--- src/rtl/pipe_hazard_ctrl_if.sv ---
`default_nettype none
// ---------------------------------------------------------------------------
// pipe_hazard_ctrl_if : hazard requests in, pipeline-register controls out
// Rev 1.0
// ---------------------------------------------------------------------------
interface pipe_hazard_ctrl_if #(
   parameter int CNT_W = 16
);
   logic             stall_lu;
   logic             jal_id;
   logic             br_taken_ex;
   logic             mem_req;
   logic             mem_ack;
   logic             pc_we;
   logic [1:0]       pc_sel;
   logic             if_id_we;
   logic             if_id_flush;
   logic             id_ex_we;
   logic             id_ex_flush;
   logic             ex_mem_we;
   logic             mem_wb_bubble;
   logic             mem_err;
   logic [CNT_W-1:0] stall_cycles;
   logic [CNT_W-1:0] flush_events;

   modport master (
      output stall_lu, jal_id, br_taken_ex, mem_req, mem_ack,
      input  pc_we, pc_sel, if_id_we, if_id_flush, id_ex_we, id_ex_flush,
             ex_mem_we, mem_wb_bubble, mem_err, stall_cycles, flush_events
   );

   modport slave (
      input  stall_lu, jal_id, br_taken_ex, mem_req, mem_ack,
      output pc_we, pc_sel, if_id_we, if_id_flush, id_ex_we, id_ex_flush,
             ex_mem_we, mem_wb_bubble, mem_err, stall_cycles, flush_events
   );
endinterface
`default_nettype wire

--- src/rtl/pipe_hazard_ctrl.sv ---
`default_nettype none
// ---------------------------------------------------------------------------
// pipe_hazard_ctrl : stall/flush sequencer with memory-wait timeout and stats
// Rev 1.0
// ---------------------------------------------------------------------------
module pipe_hazard_ctrl #(
   parameter int MAX_WAIT = 15,
   parameter int CNT_W    = 16
) (
   input  wire               clk,
   input  wire               rstn,
   pipe_hazard_ctrl_if.slave hz_bus
);
   localparam logic [1:0] c_ST_RUN   = 2'd0;
   localparam logic [1:0] c_ST_MWAIT = 2'd1;
   localparam logic [1:0] c_ST_MERR  = 2'd2;
   localparam logic [7:0] c_MAX_WAIT = 8'(MAX_WAIT);

   logic [1:0]       state_q, state_d;
   logic [7:0]       wait_cnt_q, wait_cnt_d;
   logic [CNT_W-1:0] stall_cycles_q, flush_events_q;

   logic       w_pc_we, w_if_id_we, w_if_id_flush, w_id_ex_we, w_id_ex_flush;
   logic       w_ex_mem_we, w_mem_wb_bubble, w_mem_err, w_resolve;
   logic [1:0] w_pc_sel;

   always_comb begin
      // Freeze values are the default; w_resolve upgrades to the redirect/stall decision.
      w_pc_we         = 1'b0;
      w_if_id_we      = 1'b0;
      w_id_ex_we      = 1'b0;
      w_ex_mem_we     = 1'b0;
      w_if_id_flush   = 1'b0;
      w_id_ex_flush   = 1'b0;
      w_mem_wb_bubble = 1'b1;
      w_pc_sel        = 2'b00;
      w_mem_err       = 1'b0;
      w_resolve       = 1'b0;
      state_d         = state_q;
      wait_cnt_d      = wait_cnt_q;

      if (!rstn) begin
         w_if_id_flush = 1'b1;
         w_id_ex_flush = 1'b1;
         state_d       = c_ST_RUN;
         wait_cnt_d    = 8'd0;
      end else begin
         case (state_q)
            c_ST_RUN: begin
               if (hz_bus.mem_req && !hz_bus.mem_ack) begin
                  wait_cnt_d = 8'd1;
                  state_d    = c_ST_MWAIT;
               end else begin
                  w_resolve = 1'b1;
               end
            end
            c_ST_MWAIT: begin
               if (hz_bus.mem_ack) begin
                  w_resolve = 1'b1;
                  state_d   = c_ST_RUN;
               end else if (wait_cnt_q == c_MAX_WAIT) begin
                  state_d = c_ST_MERR;
               end else begin
                  wait_cnt_d = wait_cnt_q + 8'd1;
               end
            end
            c_ST_MERR: begin
               w_resolve = 1'b1;
               w_mem_err = 1'b1;
               state_d   = c_ST_RUN;
            end
            default: state_d = c_ST_RUN;
         endcase
      end

      if (w_resolve) begin
         // The timed-out access must not write back, so MERR keeps the bubble.
         w_mem_wb_bubble = (state_q == c_ST_MERR);
         w_ex_mem_we     = 1'b1;
         w_id_ex_we      = 1'b1;
         if (hz_bus.br_taken_ex) begin
            w_pc_sel      = 2'b10;
            w_pc_we       = 1'b1;
            w_if_id_we    = 1'b1;
            w_if_id_flush = 1'b1;
            w_id_ex_flush = 1'b1;
         end else if (hz_bus.jal_id) begin
            w_pc_sel      = 2'b01;
            w_pc_we       = 1'b1;
            w_if_id_we    = 1'b1;
            w_if_id_flush = 1'b1;
         end else if (hz_bus.stall_lu) begin
            w_id_ex_flush = 1'b1;
         end else begin
            w_pc_we    = 1'b1;
            w_if_id_we = 1'b1;
         end
      end
   end

   always_ff @(posedge clk) begin
      if (!rstn) begin
         state_q        <= c_ST_RUN;
         wait_cnt_q     <= 8'd0;
         stall_cycles_q <= '0;
         flush_events_q <= '0;
      end else begin
         state_q    <= state_d;
         wait_cnt_q <= wait_cnt_d;
         if (!w_pc_we && !(&stall_cycles_q)) begin
            stall_cycles_q <= stall_cycles_q + 1'b1;
         end
         if (w_if_id_flush && !(&flush_events_q)) begin
            flush_events_q <= flush_events_q + 1'b1;
         end
      end
   end

   assign hz_bus.pc_we         = w_pc_we;
   assign hz_bus.pc_sel        = w_pc_sel;
   assign hz_bus.if_id_we      = w_if_id_we;
   assign hz_bus.if_id_flush   = w_if_id_flush;
   assign hz_bus.id_ex_we      = w_id_ex_we;
   assign hz_bus.id_ex_flush   = w_id_ex_flush;
   assign hz_bus.ex_mem_we     = w_ex_mem_we;
   assign hz_bus.mem_wb_bubble = w_mem_wb_bubble;
   assign hz_bus.mem_err       = w_mem_err;
   assign hz_bus.stall_cycles  = stall_cycles_q;
   assign hz_bus.flush_events  = flush_events_q;
endmodule
`default_nettype wire

--- src/flat_wrapper.sv ---
// flat-port wrapper written by rule: the top's interface ports become plain ports
module pipe_hazard_ctrl_flat 
#(
   parameter int MAX_WAIT = 15,
   parameter int CNT_W    = 16
)
  (clk, rstn, hz_bus_stall_lu, hz_bus_jal_id, hz_bus_br_taken_ex, hz_bus_mem_req, hz_bus_mem_ack, hz_bus_pc_we, hz_bus_pc_sel, hz_bus_if_id_we, hz_bus_if_id_flush, hz_bus_id_ex_we, hz_bus_id_ex_flush, hz_bus_ex_mem_we, hz_bus_mem_wb_bubble, hz_bus_mem_err, hz_bus_stall_cycles, hz_bus_flush_events);
  pipe_hazard_ctrl_if #(.CNT_W(CNT_W)) hz_bus_i ();
  input  wire clk;
  input  wire rstn;
  input wire logic [$bits(hz_bus_i.stall_lu)-1:0] hz_bus_stall_lu;
  input wire logic [$bits(hz_bus_i.jal_id)-1:0] hz_bus_jal_id;
  input wire logic [$bits(hz_bus_i.br_taken_ex)-1:0] hz_bus_br_taken_ex;
  input wire logic [$bits(hz_bus_i.mem_req)-1:0] hz_bus_mem_req;
  input wire logic [$bits(hz_bus_i.mem_ack)-1:0] hz_bus_mem_ack;
  output wire logic [$bits(hz_bus_i.pc_we)-1:0] hz_bus_pc_we;
  output wire logic [$bits(hz_bus_i.pc_sel)-1:0] hz_bus_pc_sel;
  output wire logic [$bits(hz_bus_i.if_id_we)-1:0] hz_bus_if_id_we;
  output wire logic [$bits(hz_bus_i.if_id_flush)-1:0] hz_bus_if_id_flush;
  output wire logic [$bits(hz_bus_i.id_ex_we)-1:0] hz_bus_id_ex_we;
  output wire logic [$bits(hz_bus_i.id_ex_flush)-1:0] hz_bus_id_ex_flush;
  output wire logic [$bits(hz_bus_i.ex_mem_we)-1:0] hz_bus_ex_mem_we;
  output wire logic [$bits(hz_bus_i.mem_wb_bubble)-1:0] hz_bus_mem_wb_bubble;
  output wire logic [$bits(hz_bus_i.mem_err)-1:0] hz_bus_mem_err;
  output wire logic [$bits(hz_bus_i.stall_cycles)-1:0] hz_bus_stall_cycles;
  output wire logic [$bits(hz_bus_i.flush_events)-1:0] hz_bus_flush_events;
  assign hz_bus_i.stall_lu = hz_bus_stall_lu;
  assign hz_bus_i.jal_id = hz_bus_jal_id;
  assign hz_bus_i.br_taken_ex = hz_bus_br_taken_ex;
  assign hz_bus_i.mem_req = hz_bus_mem_req;
  assign hz_bus_i.mem_ack = hz_bus_mem_ack;
  assign hz_bus_pc_we = hz_bus_i.pc_we;
  assign hz_bus_pc_sel = hz_bus_i.pc_sel;
  assign hz_bus_if_id_we = hz_bus_i.if_id_we;
  assign hz_bus_if_id_flush = hz_bus_i.if_id_flush;
  assign hz_bus_id_ex_we = hz_bus_i.id_ex_we;
  assign hz_bus_id_ex_flush = hz_bus_i.id_ex_flush;
  assign hz_bus_ex_mem_we = hz_bus_i.ex_mem_we;
  assign hz_bus_mem_wb_bubble = hz_bus_i.mem_wb_bubble;
  assign hz_bus_mem_err = hz_bus_i.mem_err;
  assign hz_bus_stall_cycles = hz_bus_i.stall_cycles;
  assign hz_bus_flush_events = hz_bus_i.flush_events;
  pipe_hazard_ctrl #(.MAX_WAIT(MAX_WAIT), .CNT_W(CNT_W)) u_core (.clk(clk), .rstn(rstn), .hz_bus(hz_bus_i));
endmodule
--- config.mk ---
export PLATFORM = sky130hd
export DESIGN_NAME = pipe_hazard_ctrl_flat
export DESIGN_NICKNAME = d
export VERILOG_FILES = /design/src/rtl/pipe_hazard_ctrl_if.sv /design/src/rtl/pipe_hazard_ctrl.sv /design/src/flat_wrapper.sv
export SDC_FILE = /design/constraint.sdc
export NUM_CORES = 1
export LEC_CHECK = 0
export CAP_MARGIN = 30
export CELL_PAD_IN_SITES_DETAIL_PLACEMENT = 0
export CELL_PAD_IN_SITES_GLOBAL_PLACEMENT = 1
export CORE_MARGIN = 4
export CORE_UTILIZATION = 30
export DETAILED_ROUTE_END_ITERATION = 6
export GPL_TIMING_DRIVEN = 0
export PLACE_DENSITY_LB_ADDON = 0.2
export SETUP_SLACK_MARGIN = 0.1
export SLEW_MARGIN = 20
export SYNTH_ARGS = -nofsm -noshare
export SYNTH_HDL_FRONTEND = slang
export SYNTH_SLANG_ARGS = --single-unit
--- constraint.sdc ---
create_clock -name clk -period 1.76 [get_ports clk]
set_input_delay 0.352 -clock clk [delete_from_list [all_inputs] [get_ports clk]]
set_output_delay 0.352 -clock clk [all_outputs]
set_load 0.02 [all_outputs]
# == Yosys cells after proc, flatten, opt, wreduce, memory -nomap -nowiden ==
# Index checks and enable logic that the tools add are counted.
# op_classes
addsub,3
n_mux,31
n_reduce_logical,13
eq_ne,7
# ops
operator,n
"16-bit by 1-bit adder with 16-bit output, second input constant",2
16-bit AND reduction,2
8-bit 2-to-1 mux,3
1-bit 2-to-1 mux,20
8-bit case mux with 2 select lines,1
2-bit 2-to-1 mux,5
"8-bit by 1-bit adder with 8-bit output, second input constant",1
"8-bit by 4-bit == test with 1-bit output, second input constant",1
1-bit zero test,4
"2-bit != test, second input constant",2
2-bit case mux with 2 select lines,1
4-bit AND reduction,1
1-bit logical AND,3
"3-bit by 2-bit != test with 1-bit output, second input constant",1
1-bit case mux with 3 select lines,1
"2-bit by 1-bit == test with 1-bit output, second input constant",1
"2-bit == test, second input constant",1
2-bit zero test,1
"2-bit by 1-bit != test with 1-bit output, second input constant",1
2-bit AND reduction,1
2-bit nonzero test,1
# totals
reg_bits,42
elab_cells,58
inputBits,7
output_inout_bits,42

# == Logic depth before layout (Yosys ltp) ==
# Gate-level depths: netlist (run 1).
# depth
depth_word,8
ltp_mapped,9
depth_no_buf,6

# == Worst setup path before layout (run 1) ==
# Ideal clock, no wire load.
# synth_path
path_type,register to register
start,"reg u_core.flush_events_q[0], in the netlist u_core.hz_bus.flush_events[0]"
end,"reg u_core.flush_events_q[1], in the netlist u_core.hz_bus.flush_events[1]"
path_slack_ns,-0.259
t_required_ns,1.628
path_buffers,3
stages_incl_launch_ff,10
period_less_slack_ns,2.019
setup_ns,0.132
t_arrival_ns,1.886
path_cell_list,dfxtp_1 > ha_1 > nand3_1 > or2_1 > clkbuf_1 > nor3_1 > buf_2 > buf_4 > nand3b_1 > a21oi_1
# synth_between
elab_chain_len,3
elab_cells_between_ends,4
classes_between,add/sub (1); reduce/logical (3)
# synth_rtl
item,line_no,rtl
from (decl),pipe_hazard_ctrl.sv:21,"logic [CNT_W-1:0] stall_cycles_q, flush_events_q;"
from (signal assigned),pipe_hazard_ctrl.sv:114,flush_events_q <= flush_events_q + 1'b1;
"parallel branches: the longest is 3 deep, another holds 16-bit by 1-bit adder with 16-bit output",--,
# Several ways; the timed one is not identified.
# A chain may end at the register's enable or synchronous reset.

# == Worst setup path in the final report (run 1) ==
# layout_path
start,reg u_core.state_q[1]
end,out hz_bus_if_id_flush
# layout_between
elab_chain_len,4
elab_cells_between_ends,6
classes_between,eq/ne (2); mux (3); reduce/logical (1)
# layout_rtl
item,line_no,rtl
from (decl),pipe_hazard_ctrl.sv:19,"logic [1:0] state_q, state_d;"
from (signal assigned),pipe_hazard_ctrl.sv:103,state_q <= c_ST_RUN;
from (signal assigned),pipe_hazard_ctrl.sv:108,state_q <= state_d;
2-bit == test (tied with other cells),pipe_hazard_ctrl.sv:48,case (state_q)
1-bit case mux with 3 select lines (*),pipe_hazard_ctrl.sv:48,
1-bit 2-to-1 mux (*),pipe_hazard_ctrl.sv:42,if (!rstn) begin
1-bit 2-to-1 mux (*),pipe_hazard_ctrl.sv:76,if (w_resolve) begin
to (decl),flat_wrapper.sv:19,output wire logic [$bits(hz_bus_i.if_id_flush)-1:0] hz_bus_if_id_flush;
# Mark *: on every way between the ends. The rest lies on a longest branch, timed or not.

==> results.env, run 1 <==
STATUS='finished, violations left'
VIOLATIONS_IN_THE_FINAL_REPORTS='setup timing'
CRITICAL_PATH.ENDPOINT_TYPE='output pin'
CLOCKBUFFERDEPTH=2
CTSHOLDBUFFERS=0
PLACEMENTROWS=31
DETAILROUTE.VIA_COUNT=2480
SEQ_POWER_SHARE_PCT=47.7
YS_SEQ_AREA_SHARE_PCT=36.94
CTS_MADE_BUFFERS=5
CLOCK.FMAX_MHz=505.9
SYNTH-WARNING-COUNT=0
EDFF_COUNT_SYNTH=0
SETUP_REPAIR_AFTER_GLOBAL_ROUTING_MISSED_ITS_MARGIN='yes'
AVGROUTEDWIREPERCELL_UM=16.05
P_INT_uW=1484
P_COMB_SHARE_PCT=20.5
SYNTH-ASYNC-RESET-RATIO_PCT=0
POST_SYNTH.CELL_AREA_AVG_UM2=8.398
GRT.TOTAL_USAGE_PCT=16.78
SYNTHMOSTINSTANTIATEDCELL='sky130_fd_sc_hd__dfxtp_1'
TIMING.SETUP.CRITICAL_PATH_CLASS='flip-flop to output pin'
CLOCK_SKEW_NS=0.008213
POST_ROUTE_CELLS_DRIVE_ABOVE_1_SHARE_PCT=46.65
ROUTE.MET2.WL_MM=3.791
IR_WORST_VDD_uV=309.0
DR_WL_MET3_UM=287
DIE_BOUNDARY_WIDTH_UM=95.10
CLK_PIN_SLEW_NS=0.08
SYNTH.CELLS.MOST_FREQUENT='42 x sky130_fd_sc_hd__dfxtp_1, 26 x sky130_fd_sc_hd__nand2_1, 19 x sky130_fd_sc_hd__nor2_1, 17 x sky130_fd_sc_hd__a21oi_1, 16 x sky130_fd_sc_hd__nand3_1'
NET-SWITCHING-POWER_uW=580.4
FINAL_ANTENNA_NET_COUNT=0
SYN-INSTANCE-COUNT=271
TOP_PORTS=49
SYNTH_LARGEST_AREA_CELL='sky130_fd_sc_hd__dfxtp_1'
LAUNCHING_ELEMENT_TYPE_OF_THE_CRITICAL_PATH='flip-flop'
HOLD_PATH.STARTPOINT='rstn'
DIE_AREA_MM2=0.009044
INITIAL_CORE_UTIL_PCT=31.05
GPL.FINAL_WEIGHTED_CONGESTION=0.7683
TIMING_WORST_SLEW_PIN_VALUE_NS=0.5319
ANTENNA_FOUND_INITIAL=0
DRT_ITER0_MARKERS=94
PWR-SHARE-CLK_PCT=31.8
REG2REG_FROM='u_core.state_q[1]$_SDFFE_PN0P_'
AREA_OF_THE_CORE_MM2=0.007331
P_LEAK_uW=0.001698
SETUP_SLACK_NS=-0.2168
DRT_TOTAL_WL_MM=7.574
N_DIODES=0
FINALCRITPERIODSHARE_PCT=112.3
CTS_ROOT_BUF='sky130_fd_sc_hd__clkbuf_8'
TIMING_MAX_TRANSITION_VIOLATIONS_FINAL=0
SETUP_VIOL=29
AREA_GROWTH_PCT=75.37
YOSYSTOPAREACELLSHARE_PCT=36.94
NUMBER_OF_DESIGN_RULE_VIOLATIONS_LEFT_AFTER_DETAIL_ROUTING=0
HOLD_PATH_CLASS='input pin to flip-flop'
MAX_CAP_VIOLATIONS=0
CP_DATA_ARRIVAL_TIME_NS=1.62
SYNTH_TOP_CELLS_BY_AREA='sky130_fd_sc_hd__dfxtp_1 37%, sky130_fd_sc_hd__nand2_1 4.3%, sky130_fd_sc_hd__or4_1 4.0%, sky130_fd_sc_hd__a21oi_1 3.7%, sky130_fd_sc_hd__nand3_1 3.5%'
CTS_TREE='built'
SYNTH_TOP_FLOP_CELL='sky130_fd_sc_hd__dfxtp_1'
CLOCK_INSERTION_DELAY_WORST_SKEW_NS=0.30
ROUTE.DETAILED.VIAS_PER_INST=5.254
LAYOUT_FILLERS=660
NETLIST-CELL-TYPE-COUNT=53
FINALCRITICALPERIOD_NS=1.977
FINISH.CELL_COUNT_WITHOUT_FILLERS=472
SWSHARE_PCT=28.12
CRIT_START='u_core.state_q[1]$_SDFFE_PN0P_'
POSTSYNTHREGISTERBITS=42
MULTI_INPUT_COMB_AREA_MM2=0.001748
DIE_H_UM=95.10
GRT_START_MAX_NET_PINS=13
DP_HPWL_MM=4.621
DR.PASS1.ITERS=4
HOLD_VIOL_FINAL=0
SYNTH_AREA_MM2=0.002276
CLOCK_SINKS=42
NET_TOTAL_IN_THE_FINAL_LAYOUT=382
CRIT_REQUIRED_NS=1.41
ROUTE.LAYER.MET1.WL_MM=3.415
MAXSLEWHEADROOM_PCT=64.54
PLACEMENT.SETUP.WORST_SLACK_NS=-1.319
CTS-HTREE-LEVELS=2
POWER_DENSITY_OVER_THE_CELLS_mW_PER_MM2=517.1
CRITICAL_PATH_PEAK_FANOUT=5
SYNTH.NET_COUNT=281
FIRST_PASS_GRT_WIRE_LENGTH_MM=11.87
SEQ_AREA_UM2=907.1
PLACE.DETAILED.INSTANCES=417
VIA_COUNT_OF_THE_FIRST_GLOBAL_ROUTING_PASS=2329
GLOBALROUTEOVERFLOWTOTAL=0
MAXUSEDROUTINGLAYER='met4'
PLACEMENT.IO_BUFFERS=47
area by class of cell:
cell class | instances | area share, %
Sequential cell | 42 | 22.73
Inverter | 9 | 0.9091
Buffer | 14 | 3.699
Tap cell | 99 | 3.103
Multi-Input combinational cell | 204 | 43.79
Clock buffer | 8 | 2.257
Timing Repair Buffer | 96 | 23.51
layout by cell type (no fill, tap or decap), drive strengths merged, types with 6 or more instances in the layout:
cell,n
nand2,26
buf,67
dlymetal6s2s,11
dlygate4sd2,19
or4,12
nand4,7
nor2,19
o31ai,10
dfxtp,42
a21oi,17
o21ai,8
xor2,7
inv,9
nand2b,6
clkbuf,15
nor3,7
nor4,11
mux2i,7
nand3,16
worst paths after layout:
path | end | slack (ns) | cells after the start
worst max-delay path | hz_bus_if_id_flush | -0.22 | 8
worst min register to register | u_core.hz_bus.stall_cycles[11]$_SDFFE_PN0P_ | 0.49 | 2
worst min-delay path | u_core.hz_bus.flush_events[8]$_SDFFE_PN0P_ | 0.34 | 3
worst max register to register | u_core.hz_bus.stall_cycles[12]$_SDFFE_PN0P_ | -0.21 | 8
state kept, by name (all words and copies together), names as in the netlist:
| name | flops |
|---|---|
| u_core.hz_bus.stall_cycles | 16 |
| u_core.state_q | 2 |
| u_core.hz_bus.flush_events | 16 |
| u_core.wait_cnt_q | 8 |
critical path: stages (launching register included):
cell	delay [ns]
sky130_fd_sc_hd__dfxtp_4	0.36
sky130_fd_sc_hd__nor2b_4	0.15
sky130_fd_sc_hd__buf_6	0.12
sky130_fd_sc_hd__a2bb2oi_4	0.17
sky130_fd_sc_hd__o21a_4	0.17
sky130_fd_sc_hd__buf_8	0.10
sky130_fd_sc_hd__buf_8	0.11
sky130_fd_sc_hd__inv_4	0.03
sky130_fd_sc_hd__buf_6	0.12
stage by stage:
stage / TNS, ns / hold WS (ns) / area (um2) / util (%) / power (uW)
6_report: -2.613 / 0.3369 / 3991 / 54.45 / 2064
5_1_grt: -4.575 / 0.3445 / 3991 / 54.45 / 2159
4_1_cts: -2.250 / 0.3270 / 3567 / 48.66 / 2039
3_5_place_dp: -25.54 / 0.4758 / 3037 / 41.42 / 1301
3_3_place_gp: -26.63 / 0.4712 / 3037 / 41.42 / 1301
2_1_floorplan: -0.03150 / 0.4216 / 2442 / - / 1186
logic make-up after synthesis:
kind of cell	after synthesis	share of synthesized area [%]
xor gates and xnor gates	11	4.233
buffers and inverters	25	5.387
adders and majority gates	3	1.649
muxes	8	3.573
DFF	42	36.94
and+or+nand+nor	127	31.56
AOI/OAI and AO/OA	55	16.66
layer usage:
metal	vias to the layer above	track usage, %
met5	-	0
met4	0	5.649
met3	9	3.157
met2	49	27.23
met1	1213	22.28
li1	1209	-
power groups by stage:
stage / combinational [uW] / clock, uW / sequential, uW
floorplan: 157 / 0 / 1030
global placement: 284 / 0 / 1020
detailed placement: 285 / 0 / 1020
CTS: 366 / 683 / 989
global route: 451 / 720 / 988
finish: 422 / 657 / 984
what timing repair did:
item	4_1_cts	5_1_grt
resized for setup	130	81
buffers inserted	30	23
setup endpoints to repair	57	60
gates cloned	3	0
hold endpoints to repair	0	0
pin swaps	20	22
No activity file was read; power rests on OpenSTA's default activity.
==> run 2, diff against run 1 <==
==> constraint.sdc (replaced) <==
create_clock -name clk -period 1.76 [get_ports clk]
set_input_delay 0.264 -clock clk [delete_from_list [all_inputs] [get_ports clk]]
set_output_delay 0.264 -clock clk [all_outputs]
set_load 0.02 [all_outputs]
==> run 2 against run 1 <==
Effect of this change: critical endpoint is now u_core.hz_bus.stall_cycles[14]$_SDFFE_PN0P_; highest routed layer unchanged; clock-buffer cell count unchanged; combinational power down 6.4%; register-to-register slack better by 0.09 ns; cell count down 0.64%; global-route usage down 0.19 points; die area unchanged; the run still ends with setup timing left.
==> results.env, run 2 (synthesis results as in run 1) <==
CLOCK_SINKS=42
FIN_UTIL_PCT=52.82
ROUTE.DETAILED.VIAS_PER_INST=5.220
NET_TOTAL_IN_THE_FINAL_LAYOUT=379
CRIT_REQUIRED_NS=1.99
COMMONEST_CELLS_AFTER_ROUTING_FILL_AND_TAPS_ASIDE='32 x sky130_fd_sc_hd__buf_4, 27 x sky130_fd_sc_hd__buf_6, 27 x sky130_fd_sc_hd__clkdlybuf4s50_1'
DP_HPWL_MM=4.574
PWR-SHARE-CLK_PCT=30.6
DIE_BOUNDARY_WIDTH_UM=95.10
GPL.FINAL_WEIGHTED_CONGESTION=0.8193
REG2REG_FROM='u_core.state_q[1]$_SDFFE_PN0P_'
GRT_START_MAX_NET_PINS=13
CTS_ROOT_BUF='sky130_fd_sc_hd__clkbuf_8'
PLACEMENT.IO_BUFFERS=47
DETAILROUTE.VIA_COUNT=2448
VIA_COUNT_OF_THE_FIRST_GLOBAL_ROUTING_PASS=2337
FINALCRITPERIODSHARE_PCT=106.7
P_INT_uW=1427
CP_DATA_ARRIVAL_TIME_NS=2.11
LAUNCHING_ELEMENT_TYPE_OF_THE_CRITICAL_PATH='flip-flop'
CTSHOLDBUFFERS=0
NUMBER_OF_DESIGN_RULE_VIOLATIONS_LEFT_AFTER_DETAIL_ROUTING=0
RR_WORST_DEPTH=6
N_DIODES=0
CRITICAL_PATH.ENDPOINT_TYPE='flip-flop'
AVGROUTEDWIREPERCELL_UM=15.78
TOP_PORTS=49
CLOCK.FMAX_MHz=532.5
CLOCK_SKEW_NS=0.006084
SEQ_POWER_SHARE_PCT=49.4
GRT.TOTAL_USAGE_PCT=16.59
SETUP_SLACK_NS=-0.1180
MAXSLEWHEADROOM_PCT=68.43
FIRST_PASS_GRT_WIRE_LENGTH_MM=11.89
DRT_ITER0_MARKERS=130
CTS_MADE_BUFFERS=5
TIMING.CRITICAL_PATH.TO='u_core.hz_bus.stall_cycles[14]$_SDFFE_PN0P_'
P_LEAK_uW=0.001494
SETUP_TNS_NS=-0.5847
CRIT_START='u_core.state_q[1]$_SDFFE_PN0P_'
SWSHARE_PCT=28.03
P_COMB_SHARE_PCT=19.9
LEADING_CELL_TYPE_IN_THE_LAYOUT_FILL_AND_TAPS_EXCLUDED='sky130_fd_sc_hd__buf_4'
CLK_PIN_SLEW_NS=0.08
LAYOUT_FILLERS=659
AREA_GROWTH_PCT=70.15
AREA_OF_THE_CORE_MM2=0.007331
VIOLATIONS_IN_THE_FINAL_REPORTS='setup timing'
HOLD_PATH_CLASS='input pin to flip-flop'
PLACEMENTROWS=31
CLOCKBUFFERDEPTH=2
TIMING.RR.END='u_core.hz_bus.stall_cycles[14]$_SDFFE_PN0P_'
HOLD_VIOL_FINAL=0
TIMING_MAX_TRANSITION_VIOLATIONS_FINAL=0
CTS-HTREE-LEVELS=2
SETUP_REPAIR_AFTER_GLOBAL_ROUTING_MISSED_ITS_MARGIN='yes'
DRT_TOTAL_WL_MM=7.400
POST_ROUTE_CELLS_DRIVE_ABOVE_1_SHARE_PCT=42.16
NET-SWITCHING-POWER_uW=556.0
IR_WORST_VDD_uV=363.4
DIE_H_UM=95.10
REGISTER_TO_REGISTER_SETUP_SLACK_NS=-0.12
MAX_CAP_VIOLATIONS=0
GLOBALROUTEOVERFLOWTOTAL=0
DR.PASS1.ITERS=4
FINALCRITICALPERIOD_NS=1.878
INITIAL_CORE_UTIL_PCT=31.05
CRITICAL_PATH_PEAK_FANOUT=6
CTS_TREE='built'
ANTENNA_FOUND_INITIAL=0
DIE_AREA_MM2=0.009044
TIMING.SETUP.CRITICAL_PATH_CLASS='flip-flop to flip-flop'
TIMING_WORST_SLEW_PIN_VALUE_NS=0.4735
POWER_DENSITY_OVER_THE_CELLS_mW_PER_MM2=512.2
SETUP_VIOL=12
CLOCK_INSERTION_DELAY_WORST_SKEW_NS=0.29
STATUS='finished, violations left'
FINAL_ANTENNA_NET_COUNT=0
-- run 2: cell type report --
type	count	area [um2]	share of cell area, %
flip-flops and latches	42	914.6	23.62
multi-input cells	204	1653	42.68
well taps	99	123.9	3.199
repair buffers	91	904.6	23.36
plain buffers	16	160.2	4.136
inverters	9	36.28	0.9370
clock buffers	8	80.08	2.068
-- run 2: how the worst min path moves through the flow --
stage / cells after the start / from / end
finish: 3 / rstn / u_core.hz_bus.stall_cycles[13]$_SDFFE_PN0P_
global route: 3 / rstn / u_core.hz_bus.stall_cycles[13]$_SDFFE_PN0P_
CTS: 3 / rstn / u_core.hz_bus.flush_events[8]$_SDFFE_PN0P_
detailed placement: 2 / u_core.hz_bus.stall_cycles[13]$_SDFFE_PN0P_ / u_core.hz_bus.stall_cycles[13]$_SDFFE_PN0P_
global placement: 2 / u_core.hz_bus.stall_cycles[13]$_SDFFE_PN0P_ / u_core.hz_bus.stall_cycles[13]$_SDFFE_PN0P_
floorplan: 1 / hz_bus_mem_ack / u_core.state_q[1]$_SDFFE_PN0P_
-- run 2: per-stage QoR --
| step | power (uW) | hold slack [ns] | area [um2] | setup WS [ns] | cells |
|---|---|---|---|---|---|
| floorplan | 1170 | 0.3314 | 2457 | 0.04613 | 271 |
| global placement | 1284 | 0.4692 | 3052 | -1.242 | 417 |
| detailed placement | 1284 | 0.4669 | 3052 | -1.198 | 417 |
| CTS | 1977 | 0.3028 | 3567 | -0.1315 | 458 |
| global route | 2079 | 0.3244 | 3872 | -0.1706 | 469 |
| finish | 1983 | 0.3126 | 3872 | -0.1180 | 469 |
-- run 2: critical path: stages (launching register included) --
cell and delay (ns):
sky130_fd_sc_hd__dfxtp_4 0.37, sky130_fd_sc_hd__nor2b_4 0.17, sky130_fd_sc_hd__o31ai_4 0.12, sky130_fd_sc_hd__buf_6 0.14
sky130_fd_sc_hd__a2111o_1 0.44, sky130_fd_sc_hd__or4_1 0.45, sky130_fd_sc_hd__a21oi_2 0.13
-- run 2: timing repair --
| action | in CTS | in global routing |
|---|---|---|
| cloned | 3 | 0 |
| resized for setup | 112 | 53 |
| setup endpoints to repair | 38 | 51 |
| buffers inserted | 31 | 14 |
| pin swaps | 26 | 32 |
-- run 2: power by group through the flow --
stage	Combinational (uW)	Sequential [uW]	Clock, uW
2_1_floorplan	148	1020	0
3_3_place_gp	274	1010	0
3_5_place_dp	274	1010	0
4_1_cts	363	981	634
5_1_grt	425	984	669
6_report	395	981	608
-- run 2: per-layer routing --
metal	track usage, %	part of all wire [%]	wire length, um	vias up
li1	-	-	-	1206
met1	22.99	48	3527	1170
met2	25.95	47	3456	61
met3	3.157	4.1	300	11
met4	5.168	1.6	115	0
met5	0	0	0	-
==> run 3, diff against run 2 <==
Settings changed: CORE_UTILIZATION 30 to 34.
==> run 3 against run 2 <==
Effect of this change: the run still ends with setup timing left; clock power grew 7.2%; die area shrank 11%; largest power group unchanged; largest cell class unchanged; core utilization grew 6.6 points; combinational power grew 1%; cell area shrank 1.4%.
==> results.env, run 3 (synthesis results as in run 1) <==
DP_HPWL_MM=4.476
CRITICAL_PATH_PEAK_FANOUT=4
INITIAL_CORE_UTIL_PCT=35.44
DRT_TOTAL_WL_MM=7.179
CLOCK.FMAX_MHz=507.0
MAXSLEWHEADROOM_PCT=62.76
AVGROUTEDWIREPERCELL_UM=15.99
POST_ROUTE_CELLS_DRIVE_ABOVE_1_SHARE_PCT=43.82
POST-LAYOUT-TOTAL-POWER_uW=2034
CRITICAL_PATH.ENDPOINT_TYPE='flip-flop'
COMMONEST_CELLS_AFTER_ROUTING_FILL_AND_TAPS_ASIDE='33 x sky130_fd_sc_hd__buf_4, 30 x sky130_fd_sc_hd__clkdlybuf4s50_1, 26 x sky130_fd_sc_hd__buf_6'
CTS_TREE='built'
CTS_ROOT_BUF='sky130_fd_sc_hd__clkbuf_8'
FINALCRITPERIODSHARE_PCT=112.1
DIE_BOUNDARY_WIDTH_UM=89.82
CLK_PIN_SLEW_NS=0.09
GRT.TOTAL_USAGE_PCT=17.22
DETAILROUTE.VIA_COUNT=2456
DIE_AREA_MM2=0.008067
CP_DATA_ARRIVAL_TIME_NS=2.14
LAUNCHING_ELEMENT_TYPE_OF_THE_CRITICAL_PATH='flip-flop'
TIMING_WORST_SLEW_PIN_VALUE_NS=0.5586
CLOCK_SKEW_NS=0.008898
PLACEMENTROWS=29
NUMBER_OF_DESIGN_RULE_VIOLATIONS_LEFT_AFTER_DETAIL_ROUTING=0
MAX_CAP_VIOLATIONS=0
PLACEMENT.IO_BUFFERS=47
CTS-HTREE-LEVELS=2
IR_WORST_VDD_uV=242.8
FINALCRITICALPERIOD_NS=1.972
HOLD_PATH_CLASS='input pin to flip-flop'
CLOCK_INSERTION_DELAY_WORST_SKEW_NS=0.30
SETUP_SLACK_NS=-0.2123
SETUP_VIOL=18
FINAL_ANTENNA_NET_COUNT=0
TIMING_MAX_TRANSITION_VIOLATIONS_FINAL=0
GLOBALROUTEOVERFLOWTOTAL=0
DRT_ITER0_MARKERS=71
AREA_OF_THE_CORE_MM2=0.006422
NET_TOTAL_IN_THE_FINAL_LAYOUT=381
DR.PASS1.ITERS=4
ROUTE.DETAILED.VIAS_PER_INST=5.470
CLOCKBUFFERDEPTH=2
VIA_COUNT_OF_THE_FIRST_GLOBAL_ROUTING_PASS=2351
TIMING.SETUP.CRITICAL_PATH_CLASS='flip-flop to flip-flop'
P_LEAK_uW=0.001440
FIRST_PASS_GRT_WIRE_LENGTH_MM=11.72
ANTENNA_FOUND_INITIAL=0
HOLD-WORST-SLACK_NS=0.2987
GPL.FINAL_WEIGHTED_CONGESTION=0.7403
POWER_DENSITY_OVER_THE_CELLS_mW_PER_MM2=532.8
VIOLATIONS_IN_THE_FINAL_REPORTS='setup timing'
SETUP_REPAIR_AFTER_GLOBAL_ROUTING_MISSED_ITS_MARGIN='yes'
STATUS='finished, violations left'
LAYOUT_FILLERS=591
CLOCK_SINKS=42
DIE_H_UM=89.82
HOLD_VIOL_FINAL=0
N_DIODES=0
LEADING_CELL_TYPE_IN_THE_LAYOUT_FILL_AND_TAPS_EXCLUDED='sky130_fd_sc_hd__buf_4'
CRIT_REQUIRED_NS=1.93
AREA_GROWTH_PCT=67.73
GRT_START_MAX_NET_PINS=15
TOP_PORTS=49
CTS_MADE_BUFFERS=5
CTSHOLDBUFFERS=0
==> run 3: area by class of cell <==
cell class,instances,area [um2],area share [%]
Sequential cell,42,913.4,23.93
Timing Repair Buffer,94,893.4,23.40
Tap cell,77,96.34,2.524
Multi-Input combinational cell,204,1640,42.97
Clock buffer,5,68.82,1.803
Buffer,15,147.6,3.868
Clock inverter,3,21.27,0.5572
Inverter,9,36.28,0.9505
==> run 3: path summary, 6_finish.rpt <==
path | startpoint | to | slack, ns | cells after the start
worst max register to register | u_core.state_q[1]$_SDFFE_PN0P_ | u_core.hz_bus.stall_cycles[6]$_SDFFE_PN0P_ | -0.21 | 10
worst max-delay path | u_core.state_q[1]$_SDFFE_PN0P_ | u_core.hz_bus.stall_cycles[6]$_SDFFE_PN0P_ | -0.21 | 10
worst min-delay path | rstn | u_core.hz_bus.flush_events[8]$_SDFFE_PN0P_ | 0.30 | 3
worst min register to register | u_core.hz_bus.stall_cycles[13]$_SDFFE_PN0P_ | u_core.hz_bus.stall_cycles[13]$_SDFFE_PN0P_ | 0.48 | 2
==> run 3: where the power goes <==
part	switching (uW)	internal (uW)	leakage (uW)	total [uW]
combinational	201	198	0.00104	399
sequential	27.9	955	0.000358	983
clock	373	279	0.0000441	652
total	601	1430	0.00144	2030
==> run 3: metal layers <==
| layer | wire, um | track usage [%] | share of wire [%] | vias up |
|---|---|---|---|---|
| met5 | 0 | 0 | 0 | - |
| met4 | 116 | 5.619 | 1.6 | 0 |
| met3 | 275 | 3.422 | 3.8 | 10 |
| met2 | 3476 | 28.57 | 48 | 53 |
| met1 | 3311 | 22.43 | 46 | 1183 |
| li1 | - | - | - | 1210 |
==> run 3: stage by stage <==
stage,instance area (um2),TNS (ns),utilization (%),setup WS (ns),std cells
floorplan,2457,0,-,0.04613,271
global placement,3024,-20.64,47.09,-1.172,395
detailed placement,3024,-20.72,47.09,-1.156,395
CTS,3580,-1.854,55.74,-0.2022,434
global route,3817,-3.427,59.44,-0.2534,449
finish,3817,-1.810,59.44,-0.2123,449
==> run 3: timing repair <==
action | CTS | global route
pin swaps | 30 | 19
buffers inserted | 29 | 16
cloned | 3 | 0
setup endpoints to repair | 40 | 49
gates resized for setup | 113 | 41
==> run 3: critical path: stages (launching register included) <==
cell                       delay, ns
sky130_fd_sc_hd__dfxtp_4        0.37
sky130_fd_sc_hd__nor2b_4        0.15
sky130_fd_sc_hd__buf_6          0.12
sky130_fd_sc_hd__o31ai_4        0.09
sky130_fd_sc_hd__buf_6          0.14
sky130_fd_sc_hd__a2111o_1       0.40
sky130_fd_sc_hd__buf_6          0.14
sky130_fd_sc_hd__buf_4          0.12
sky130_fd_sc_hd__buf_6          0.11
sky130_fd_sc_hd__xor2_1         0.12
sky130_fd_sc_hd__nor2_1         0.06
